===== src/rtl/stage_control.sv =====
// stage_control: multi-cycle instruction sequencer for the picoMips core.
// Latches the instruction, steps it through NSTAGE stages and holds PC on wait.
module stage_control #(
    parameter int IW        = 13,
    parameter int DW        = 8,
    parameter int IMMW      = 6,
    parameter int NSTAGE    = 4,
    parameter int ACC_STAGE = 2,
    parameter int DEB       = 2,
    localparam int SW       = $clog2(NSTAGE),
    localparam int CW       = $clog2(DEB + 1)
) (
    input  logic          clk,
    input  logic          reset,
    input  logic [IW-1:0] instr,
    input  logic          handshake,
    output logic [DW-1:0] imm,
    output logic [SW-1:0] stage,
    output logic          pc_inc,
    output logic          waiting,
    output logic          reg_we,
    output logic          acc_we,
    output logic          reg_addr,
    output logic          use_a,
    output logic          sel_sw,
    output logic          sel_imm,
    output logic          use_mul,
    output logic          sel_reg
);

    typedef enum logic {
        S_EXEC,
        S_WAIT
    } state_t;

    state_t        state;
    logic [IW-1:0] ir;
    logic [CW-1:0] cnt;

    logic [6:0] func;
    logic       is_wait;
    logic       is_rw;
    logic       arg;
    logic       last;
    logic       in_exec;
    logic       released;
    logic       deb_done;

    assign func     = ir[IW-1 -: 7];
    assign is_rw    = func[4];
    assign is_wait  = func[5];
    assign arg      = ir[0];
    assign last     = (stage == SW'(NSTAGE - 1));
    assign in_exec  = (state == S_EXEC);
    assign released = (handshake != arg);
    assign deb_done = released && (cnt == CW'(DEB - 1));

    assign use_a    = func[0];
    assign sel_sw   = func[1];
    assign sel_imm  = func[2];
    assign use_mul  = func[3];
    assign sel_reg  = func[6];
    assign reg_addr = ir[0];
    assign imm      = DW'($signed(ir[IMMW-1:0]));
    assign waiting  = (state == S_WAIT);

    // Strobes are masked during reset so an abandoned instruction has no effect.
    assign pc_inc = !reset &&
                    ((in_exec && last && !is_wait) || (!in_exec && deb_done));
    assign acc_we = !reset && in_exec && (stage == SW'(ACC_STAGE))
                    && !is_rw && !is_wait;
    assign reg_we = !reset && in_exec && last && is_rw && !is_wait;

    always_ff @(posedge clk) begin
        if (reset) begin
            state <= S_EXEC;
            stage <= '0;
            ir    <= '0;
            cnt   <= '0;
        end else begin
            unique case (state)
                S_EXEC: begin
                    if (stage == '0) begin
                        ir <= instr;
                    end
                    if (last) begin
                        cnt <= '0;
                        if (is_wait) begin
                            state <= S_WAIT;
                        end else begin
                            stage <= '0;
                        end
                    end else begin
                        stage <= stage + SW'(1);
                    end
                end
                S_WAIT: begin
                    // Any return to arg restarts the debounce window.
                    if (!released) begin
                        cnt <= '0;
                    end else if (deb_done) begin
                        cnt   <= '0;
                        stage <= '0;
                        state <= S_EXEC;
                    end else begin
                        cnt <= cnt + CW'(1);
                    end
                end
                default: begin
                    state <= S_EXEC;
                    stage <= '0;
                    cnt   <= '0;
                end
            endcase
        end
    end

endmodule


===== config.mk =====
export PLATFORM = sky130hd
export DESIGN_NAME = stage_control
export DESIGN_NICKNAME = d
export VERILOG_FILES = /design/src/rtl/stage_control.sv
export SDC_FILE = /design/constraint.sdc
export NUM_CORES = 1
export LEC_CHECK = 0
export ABC_AREA = 1
export CAP_MARGIN = 15
export CELL_PAD_IN_SITES_DETAIL_PLACEMENT = 0
export CELL_PAD_IN_SITES_GLOBAL_PLACEMENT = 1
export CORE_MARGIN = 8
export CORE_UTILIZATION = 31
export CTS_CLUSTER_SIZE = 24
export DETAILED_ROUTE_END_ITERATION = 16
export PLACE_DENSITY = 0.89
export SKIP_LAST_GASP = 1
export SLEW_MARGIN = 10
export SYNTH_ARGS = -nofsm -noshare
export SYNTH_HDL_FRONTEND = slang
export SYNTH_SLANG_ARGS = --single-unit

===== constraint.sdc =====
create_clock -name clk -period 2.05 [get_ports clk]
set_clock_uncertainty 0.15 [all_clocks]
set_input_delay 0.41 -clock clk [delete_from_list [all_inputs] [get_ports clk]]
set_output_delay 0.41 -clock clk [all_outputs]
set_load 0.05 [all_outputs]

==> impl_metrics.ini, run 1 <==
[setup_path]
path_max_fanout = 3
start_kind = input pin
crit_arrival_ns = 1.44
reg2reg_depth = 11
cp-end-kind = output pin
r2r_slack_ns = 0.11
crit_type = in -> out
required_ns = 1.49

[routing]
drc = 0
via_per_inst = 4.59
wl_mm = 2.15
final_antenna_net_count = 0
routed-via-count = 812
drt-pass1-iter-count = 4
avgRoutedWirePerCell_um = 12.1
drt_iter0_drc = 10

[power]
p_seq_share_pct = 40.7
pwr-share-comb_pct = 38.1
p_clk_share_pct = 21.2
switching_share_pct = 38.3
p_leak_nw = 0.576
power_density_nw_per_um2 = 789
intPower_w = 0.000636
power.switching_w = 0.000395
ir_drop_uv = 445

[global_routing]
grt_pass1_wl_mm = 3.51
grt-busiest-layer = met2
use_met1_pct = 10.4
antenna_found_initial = 0
grt_max_degree = 18
grt_pass1_vias = 789
track_usage_pct = 9.59
grtUsageMet3_pct = 3.39
gr-total-overflow = 0
grt_util_met2_pct = 15.9

[synthesis]
yosysTopAreaCell = dfxtp_1
yosysTopAreaCellShare_pct = 41.8
synthesis.area_um2 = 862
ys_seq_elements = 18
yosysSeqAreaShare_pct = 41.8
syn-num-nets = 127
synth.most_common_cell = nand2_1
async_reset_ff_share_pct = 0
synth_common_cells = nand2_1 (28), dfxtp_1 (18), nor2_1 (9), a21oi_2 (8), buf_4 (8)
yosys_warnings = 0
ys_top_cells_by_area = dfxtp_1 (42%), nand2_1 (12%), a21oi_2 (8.1%), buf_4 (7.0%), ha_1 (5.8%)
synth_edf_count = 0
ys.flop_type = dfxtp_1
postSynthCellCount = 107
avgSynthCellArea_um2 = 8.06
ys_types = 18

[final_layout]
final_nets = 167
area_delta_synth_final_pct = 51.7
n_antenna_cell = 0
layoutNonFillerInstCount = 177
layout-drive-gt1-share_pct = 37.0
fillCellCount = 271

[floorplan]
die_w_um = 68.7
die_area_um2 = 4720
rows = 19
chipHeight_um = 68.7
initial_core_util_pct = 31.8
fp.coreArea_um2 = 2710
io-pin-count = 36

[placed_design]
numPortBuffers = 35
gp_congestion = 0.718
place_inst = 166
hpwl_mm = 1.61

[sta]
tns_ns = 0
finalHoldViolations = 0
slew_violations = 0
finalCriticalPeriod_ns = 2.00
timing.final.crit_share_pct = 97.5
setup_viol = 0
fmax_mhz = 500
hold_ws_ns = 0.306
worst_slew_pin_slew_ns = 0.509
relSlewSlack_pct = 66.0

[clock_tree]
h-tree-depth = 1
cts.sinks = 18
clock_latency_ns = 0.29
clk_pin_slew_worst_paths_ns = 0.11
root_buffer = clkbuf_4
cts_buffers = 3
ctsLongestPathBuffers = 2
cts_tree = yes
cts_hold_buf = 0

[run]
cap_violations = 0

[hold_path]
hold_depth = 2
hp-class = reg -> reg

[outcome]
outcome = finished, final reports clean
==> state kept, by name (all words and copies together) (netlist names) <==
signal,cells
ir,13
waiting,1
stage,2
cnt,2
==> worst max-delay path: stages <==
cell	delay, ns
clkdlybuf4s50_1	0.46
buf_4	0.17
nor3b_4	0.23
buf_12	0.17
==> power groups by stage <==
stage                     Sequential (W)  Clock [W]  Combinational, W
after floorplan                 0.000489          0          0.000230
after global placement          0.000424          0          0.000383
after detailed placement        0.000426          0          0.000386
after CTS                       0.000419   0.000224          0.000391
after global routing            0.000427   0.000239          0.000424
final                           0.000420   0.000219          0.000393
==> stage by stage <==
stage / worst slack [ns] / utilization (%) / area [µm²] / power, W
final: 0.0516 / 48.2 / 1310 / 0.00103
after global routing: -0.00759 / 48.2 / 1310 / 0.00109
after CTS: 0.0206 / 47.3 / 1280 / 0.00103
after detailed placement: -0.0862 / 44.3 / 1200 / 0.000811
after global placement: -0.0672 / 44.3 / 1200 / 0.000806
after floorplan: -0.0722 / - / 878 / 0.000719
==> timing repair <==
action | CTS | global route
endpoints found under the setup margin | 1 | 6
gates resized for setup | 2 | 7
pin swaps | 0 | 1
buffers inserted | 6 | 1
==> final timing paths <==
kind / endpoint / startpoint
hold reg to reg: cnt[1]$_SDFFE_PP0P_ / cnt[1]$_SDFFE_PP0P_
setup reg to reg: stage[0]$_SDFFE_PP0P_ / waiting$_SDFF_PP0_
setup / recovery: pc_inc / reset
hold / removal: cnt[1]$_SDFFE_PP0P_ / cnt[1]$_SDFFE_PP0P_
==> logic make-up (layout without fill, tap and decap cells) <==
kind of cell               Yosys count  after routing  share of synthesized area, %
buffers and inverters               20             59                          14.4
adders and majority gates            4              4                          5.81
AOI/OAI and AO/OA                   18             18                          14.8
and+or+nand+nor                     47             47                          23.2
DFF                                 18             18                          41.8
==> routing by layer <==
metal / routed length (µm) / up-vias
li1: - / 413
met1: 821 / 369
met2: 1080 / 24
met3: 195 / 6
met4: 51 / 0
met5: 0 / -
==> placed cells by master, fill, tap and decap left out, drive strengths merged, types with 3 or more instances in the layout <==
cell / count
nand2: 30
nand3: 6
clkdlybuf4s50: 15
clkbuf: 4
buf: 29
a211oi: 3
dfxtp: 18
inv: 9
nor2: 9
a21oi: 14
ha: 4
==> area by class of cell <==
type / count / area, µm² / area share [%]
timing repair buffer: 46 / 427 / 32.6
multi-input combinational: 69 / 408 / 31.2
sequential: 18 / 364 / 27.8
tap: 31 / 38.8 / 2.97
clock buffer: 4 / 36.3 / 2.78
inverter: 9 / 33.8 / 2.58
(Power assumes the default switching activity.)
==> run 2: changes to the inputs <==
--- a/config.mk
+++ b/config.mk
@@ -19,3 +19,4 @@
 export SYNTH_ARGS = -nofsm -noshare
 export SYNTH_HDL_FRONTEND = slang
 export SYNTH_SLANG_ARGS = --single-unit
+export TNS_END_PERCENT = 20
==> impl_metrics.ini, run 2 (synthesis gave the netlist of run 1 again) <==
[sta]
fmax_mhz = 495
relSlewSlack_pct = 65.7
slew_violations = 0
rsz0062_at_grt = yes
finalCriticalPeriod_ns = 2.02
finalHoldViolations = 0
timing.final.crit_share_pct = 98.5
tns_ns = 0
worst_slew_pin_slew_ns = 0.512
setup_viol = 0

[final_layout]
n_antenna_cell = 0
layout-drive-gt1-share_pct = 30.4
fillCellCount = 293
area_delta_synth_final_pct = 42.1
final_nets = 160
reg_top3 = ir: 13 flops, cnt: 2 flops, stage: 2 flops
layoutNonFillerInstCount = 169
layout_commonest_cell = nand2_1
largest_reg_flops = 13
mostFrequentLayoutCells = nand2_1 (28), buf_4 (19), dfxtp_1 (17)
largest_register = ir

[setup_path]
max_stage_delay_ns = 0.45
start_kind = input pin
r2r-start = stage[0]$_SDFFE_PP0P_
cp.buffers_inverters = 3
slowest_stage = clkdlybuf4s50_1
cp_num_cells = 4
required_ns = 1.49
r2r_end = ir[7]$_SDFFE_PP0P_
path_max_fanout = 8
crit_type = in -> out
reg2reg_depth = 6
worstPathCellList = clkdlybuf4s50_1, buf_4, nor3b_4, buf_12
cp-end-kind = output pin
crit_arrival_ns = 1.46
cp_top_family = buffers and inverters
r2r_slack_ns = 0.57

[floorplan]
fp.coreArea_um2 = 2710
die_w_um = 68.7
io-pin-count = 36
initial_core_util_pct = 31.8
die_area_um2 = 4720
chipHeight_um = 68.7
rows = 19

[global_routing]
grt_max_degree = 18
grt_pass1_vias = 794
grt_pass1_wl_mm = 3.27
antenna_found_initial = 0
gr-total-overflow = 0
track_usage_pct = 9.07

[power]
ir_drop_uv = 419
pwr-share-comb_pct = 39.3
power_density_nw_per_um2 = 790
switching_share_pct = 39.4
p_clk_share_pct = 17.5
p_seq_share_pct = 43.2
power.switching_w = 0.000381
p_leak_nw = 0.521
power.total_w = 0.000967
intPower_w = 0.000586

[routing]
drt-pass1-iter-count = 4
drt_iter0_drc = 8
drc = 0
wl_mm = 1.99
routed-via-count = 768
avgRoutedWirePerCell_um = 11.8
via_per_inst = 4.54
final_antenna_net_count = 0

[run]
cap_violations = 0

[clock_tree]
h-tree-depth = 1
cts_buffers = 3
cts.sinks = 18
root_buffer = clkbuf_4
cts_tree = yes
clk_pin_slew_worst_paths_ns = 0.10
ctsLongestPathBuffers = 2
cts_hold_buf = 0
clock_latency_ns = 0.28

[hold_path]
hold_end = cnt[1]$_SDFFE_PP0P_
hp-start = cnt[1]$_SDFFE_PP0P_
hp-class = reg -> reg
hold_depth = 2

[placed_design]
gp_congestion = 0.782
hpwl_mm = 1.58
numPortBuffers = 35
place_inst = 165

[outcome]
outcome = finished, final reports clean
[run 2: cell types whose count changed in the layout (fill, tap and decap cells not counted), sizes merged]
cell | previous run | this run
buf | 29 | 22
clkbuf | 4 | 3
clkdlybuf4s50 | 15 | 16
dlymetal6s2s | 1 | 0
[run 2: what timing repair did]
item | CTS | global route
buffers inserted | 1 | 0
setup endpoints to repair | 2 | 3
gates resized for setup | 1 | 3
pin swaps | 1 | 0
[run 2: metal layers]
layer / track usage, % / vias to the layer above / routed length, µm
met2: 16.7 / 20 / 987
met4: 5.26 / 0 / 39
met5: 0 / - / 0
met3: 2.42 / 4 / 164
li1: - / 399 / -
met1: 8.93 / 345 / 800
[run 2: final cells by class]
class                      count  area (µm²)  share of cell area, %
multi-input combinational     69         397                   32.4
timing repair buffer          39         372                   30.3
sequential                    18         362                   29.5
tap                           31        38.8                   3.17
inverter                       9        33.8                   2.76
clock buffer                   3        22.5                   1.84
[run 2: worst min-delay path, stage by stage (launching register included)]
cell     delay [ns]
dfxtp_1        0.33
nand2_1        0.07
nor2_1         0.04
[run 2: worst max-delay path by stage]
stage	from	to	slack, ns
5_1_grt	stage[0]$_SDFFE_PP0P_	pc_inc	-0.01
4_1_cts	reset	acc_we	-0.01
2_1_floorplan	stage[1]$_SDFFE_PP0P_	acc_we	-0.16
3_3_place_gp	handshake	pc_inc	-0.06
3_5_place_dp	handshake	pc_inc	-0.05
6_report	reset	pc_inc	0.03
[run 2: stage by stage]
step                instance area, µm²  utilization [%]  hold WS [ns]  worst slack [ns]
floorplan                          876                -         0.267            -0.164
global placement                  1190             43.9         0.275           -0.0645
detailed placement                1190             43.9         0.296           -0.0535
CTS                               1220             45.0         0.313           -0.0135
global route                      1220             45.2         0.341           -0.0137
finish                            1220             45.2         0.311            0.0316
[run 2: power groups by stage]
stage	Clock, W	Sequential (W)	Combinational (W)
2_1_floorplan	0	0.000489	0.000230
3_3_place_gp	0	0.000423	0.000380
3_5_place_dp	0	0.000425	0.000385
4_1_cts	0.000177	0.000417	0.000385
5_1_grt	0.000193	0.000424	0.000410
6_report	0.000169	0.000418	0.000380
==> run 3: changes to the inputs <==
--- a/config.mk
+++ b/config.mk
@@ -9,11 +9,10 @@
 export CAP_MARGIN = 15
 export CELL_PAD_IN_SITES_DETAIL_PLACEMENT = 0
 export CELL_PAD_IN_SITES_GLOBAL_PLACEMENT = 1
-export CORE_MARGIN = 8
-export CORE_UTILIZATION = 31
+export CORE_UTILIZATION = 29
 export CTS_CLUSTER_SIZE = 24
 export DETAILED_ROUTE_END_ITERATION = 16
-export PLACE_DENSITY = 0.89
+export PLACE_DENSITY = 0.84
 export SKIP_LAST_GASP = 1
 export SLEW_MARGIN = 10
 export SYNTH_ARGS = -nofsm -noshare
==> constraint.sdc (replaced) <==
create_clock -name clk -period 2 [get_ports clk]
set_clock_uncertainty 0.15 [all_clocks]
set_input_delay 0.3 -clock clk [delete_from_list [all_inputs] [get_ports clk]]
set_output_delay 0.3 -clock clk [all_outputs]
set_load 0.05 [all_outputs]
==> impl_metrics.ini, run 3 (synthesis gave the netlist of run 1 again) <==
[sta]
fmax_mhz = 515
slew_violations = 0
relSlewSlack_pct = 66.7
rsz0062_at_grt = yes
finalHoldViolations = 0
final.setup.worst_slack_ns = 0.0566
tns_ns = 0
worst_slew_pin_slew_ns = 0.499
setup_viol = 0
timing.final.crit_share_pct = 97.2
finalCriticalPeriod_ns = 1.94

[setup_path]
slowest_stage = clkdlybuf4s50_1
cp.buffers_inverters = 1
cp_top_family = buffers and inverters
max_stage_delay_ns = 0.82
r2r_slack_ns = 0.53
crit_arrival_ns = 1.49
required_ns = 1.55
path_max_fanout = 4
worstPathCellList = clkdlybuf4s50_1
crit_type = reg -> out
cp-end-kind = output pin
start_kind = flip-flop

[routing]
drt-pass1-iter-count = 4
drt_iter0_drc = 10
drc = 0
avgRoutedWirePerCell_um = 10.3
wl_mm = 1.75
final_antenna_net_count = 0
routed-via-count = 765
via_per_inst = 4.53

[clock_tree]
cts_hold_buf = 0
cts.sinks = 18
h-tree-depth = 1
post_cts_buffers = 0
clock_latency_ns = 0.28
clk_pin_slew_worst_paths_ns = 0.10
cts_buffers = 3
cts_tree = yes
ctsLongestPathBuffers = 2
root_buffer = clkbuf_4

[floorplan]
die_w_um = 56.5
rows = 19
initial_core_util_pct = 31.0
die_area_um2 = 3190
chipHeight_um = 56.5
fp.coreArea_um2 = 2780
io-pin-count = 36

[final_layout]
n_antenna_cell = 0
area_delta_synth_final_pct = 46.0
reg_top3 = ir: 13 flops, cnt: 2 flops, stage: 2 flops
final_nets = 159
multi_input_area_um2 = 392
fillCellCount = 288
design_area_um2 = 1260
layout-drive-gt1-share_pct = 19.6
seqCellArea_um2 = 360
largest_register = ir
mostFrequentLayoutCells = nand2_1 (28), clkdlybuf4s50_1 (28), dfxtp_1 (18)
largest_reg_flops = 13

[run]
cap_violations = 0

[power]
power.total_w = 0.00104
p_leak_nw = 0.518
power_density_nw_per_um2 = 828
ir_drop_uv = 509

[placed_design]
placed_cell_area_um2 = 1220
place_ws_ns = 0.101
gp_congestion = 0.762
hpwl_mm = 1.36
numPortBuffers = 35

[global_routing]
grt_pass1_wl_mm = 2.97
grt_pass1_vias = 723
antenna_found_initial = 0
grt_max_degree = 18
gr-total-overflow = 0
track_usage_pct = 11.5

[hold_path]
hp-class = reg -> reg

[outcome]
outcome = finished, final reports clean
==> run 3: cell types whose count changed in the layout (fill, tap and decap cells not counted) <==
cell,previous run,this run
nor2_2,3,1
clkdlybuf4s50_1,16,28
nor2_1,6,8
dfxtp_1,17,18
dlygate4sd2_1,1,0
clkbuf_8,0,1
dlymetal6s2s_1,0,1
buf_4,19,6
dfxtp_2,1,0
==> run 3: metrics by stage <==
stage / std cells / hold slack [ns] / utilization (%)
finish: 169 / 0.307 / 45.3
global route: 169 / 0.331 / 45.3
global placement: 165 / 0.276 / 43.9
floorplan: 107 / 0.267 / -
detailed placement: 165 / 0.297 / 43.9
CTS: 169 / 0.312 / 45.2
==> run 3: final timing paths <==
| kind | end | cells after the start | start |
|---|---|---|---|
| worst max-delay path | imm[5] | 1 | ir[5]$_SDFFE_PP0P_ |
| worst min-delay path | cnt[1]$_SDFFE_PP0P_ | 2 | cnt[1]$_SDFFE_PP0P_ |
| worst max register to register | ir[1]$_SDFFE_PP0P_ | 6 | stage[0]$_SDFFE_PP0P_ |
| worst min register to register | cnt[1]$_SDFFE_PP0P_ | 2 | cnt[1]$_SDFFE_PP0P_ |
==> run 3: routing by layer <==
metal / track usage (%) / up-vias / wire (µm)
li1: - / 395 / -
met1: 14.2 / 348 / 803
met2: 19.8 / 18 / 847
met3: 0.691 / 4 / 59
met4: 6.27 / 0 / 35
met5: 0 / - / 0
==> run 3: layout make-up <==
type / count / share of cell area [%]
Multi-Input combinational cell: 69 / 31.1
Timing Repair Buffer: 38 / 31.6
Sequential cell: 18 / 28.6
Clock buffer: 4 / 2.88
Tap cell: 31 / 3.08
Inverter: 9 / 2.68
==> run 3: report_power, final <==
part           switching [W]  internal [W]  total (W)  leakage (nW)
sequential         0.0000297      0.000397   0.000427         0.148
combinational       0.000252      0.000143   0.000395         0.349
clock               0.000110      0.000111   0.000221        0.0210
==> run 3: what timing repair did <==
item                       CTS  global route
setup endpoints to repair    0             4
hold endpoints to repair     0             0
gates resized for setup      0             1
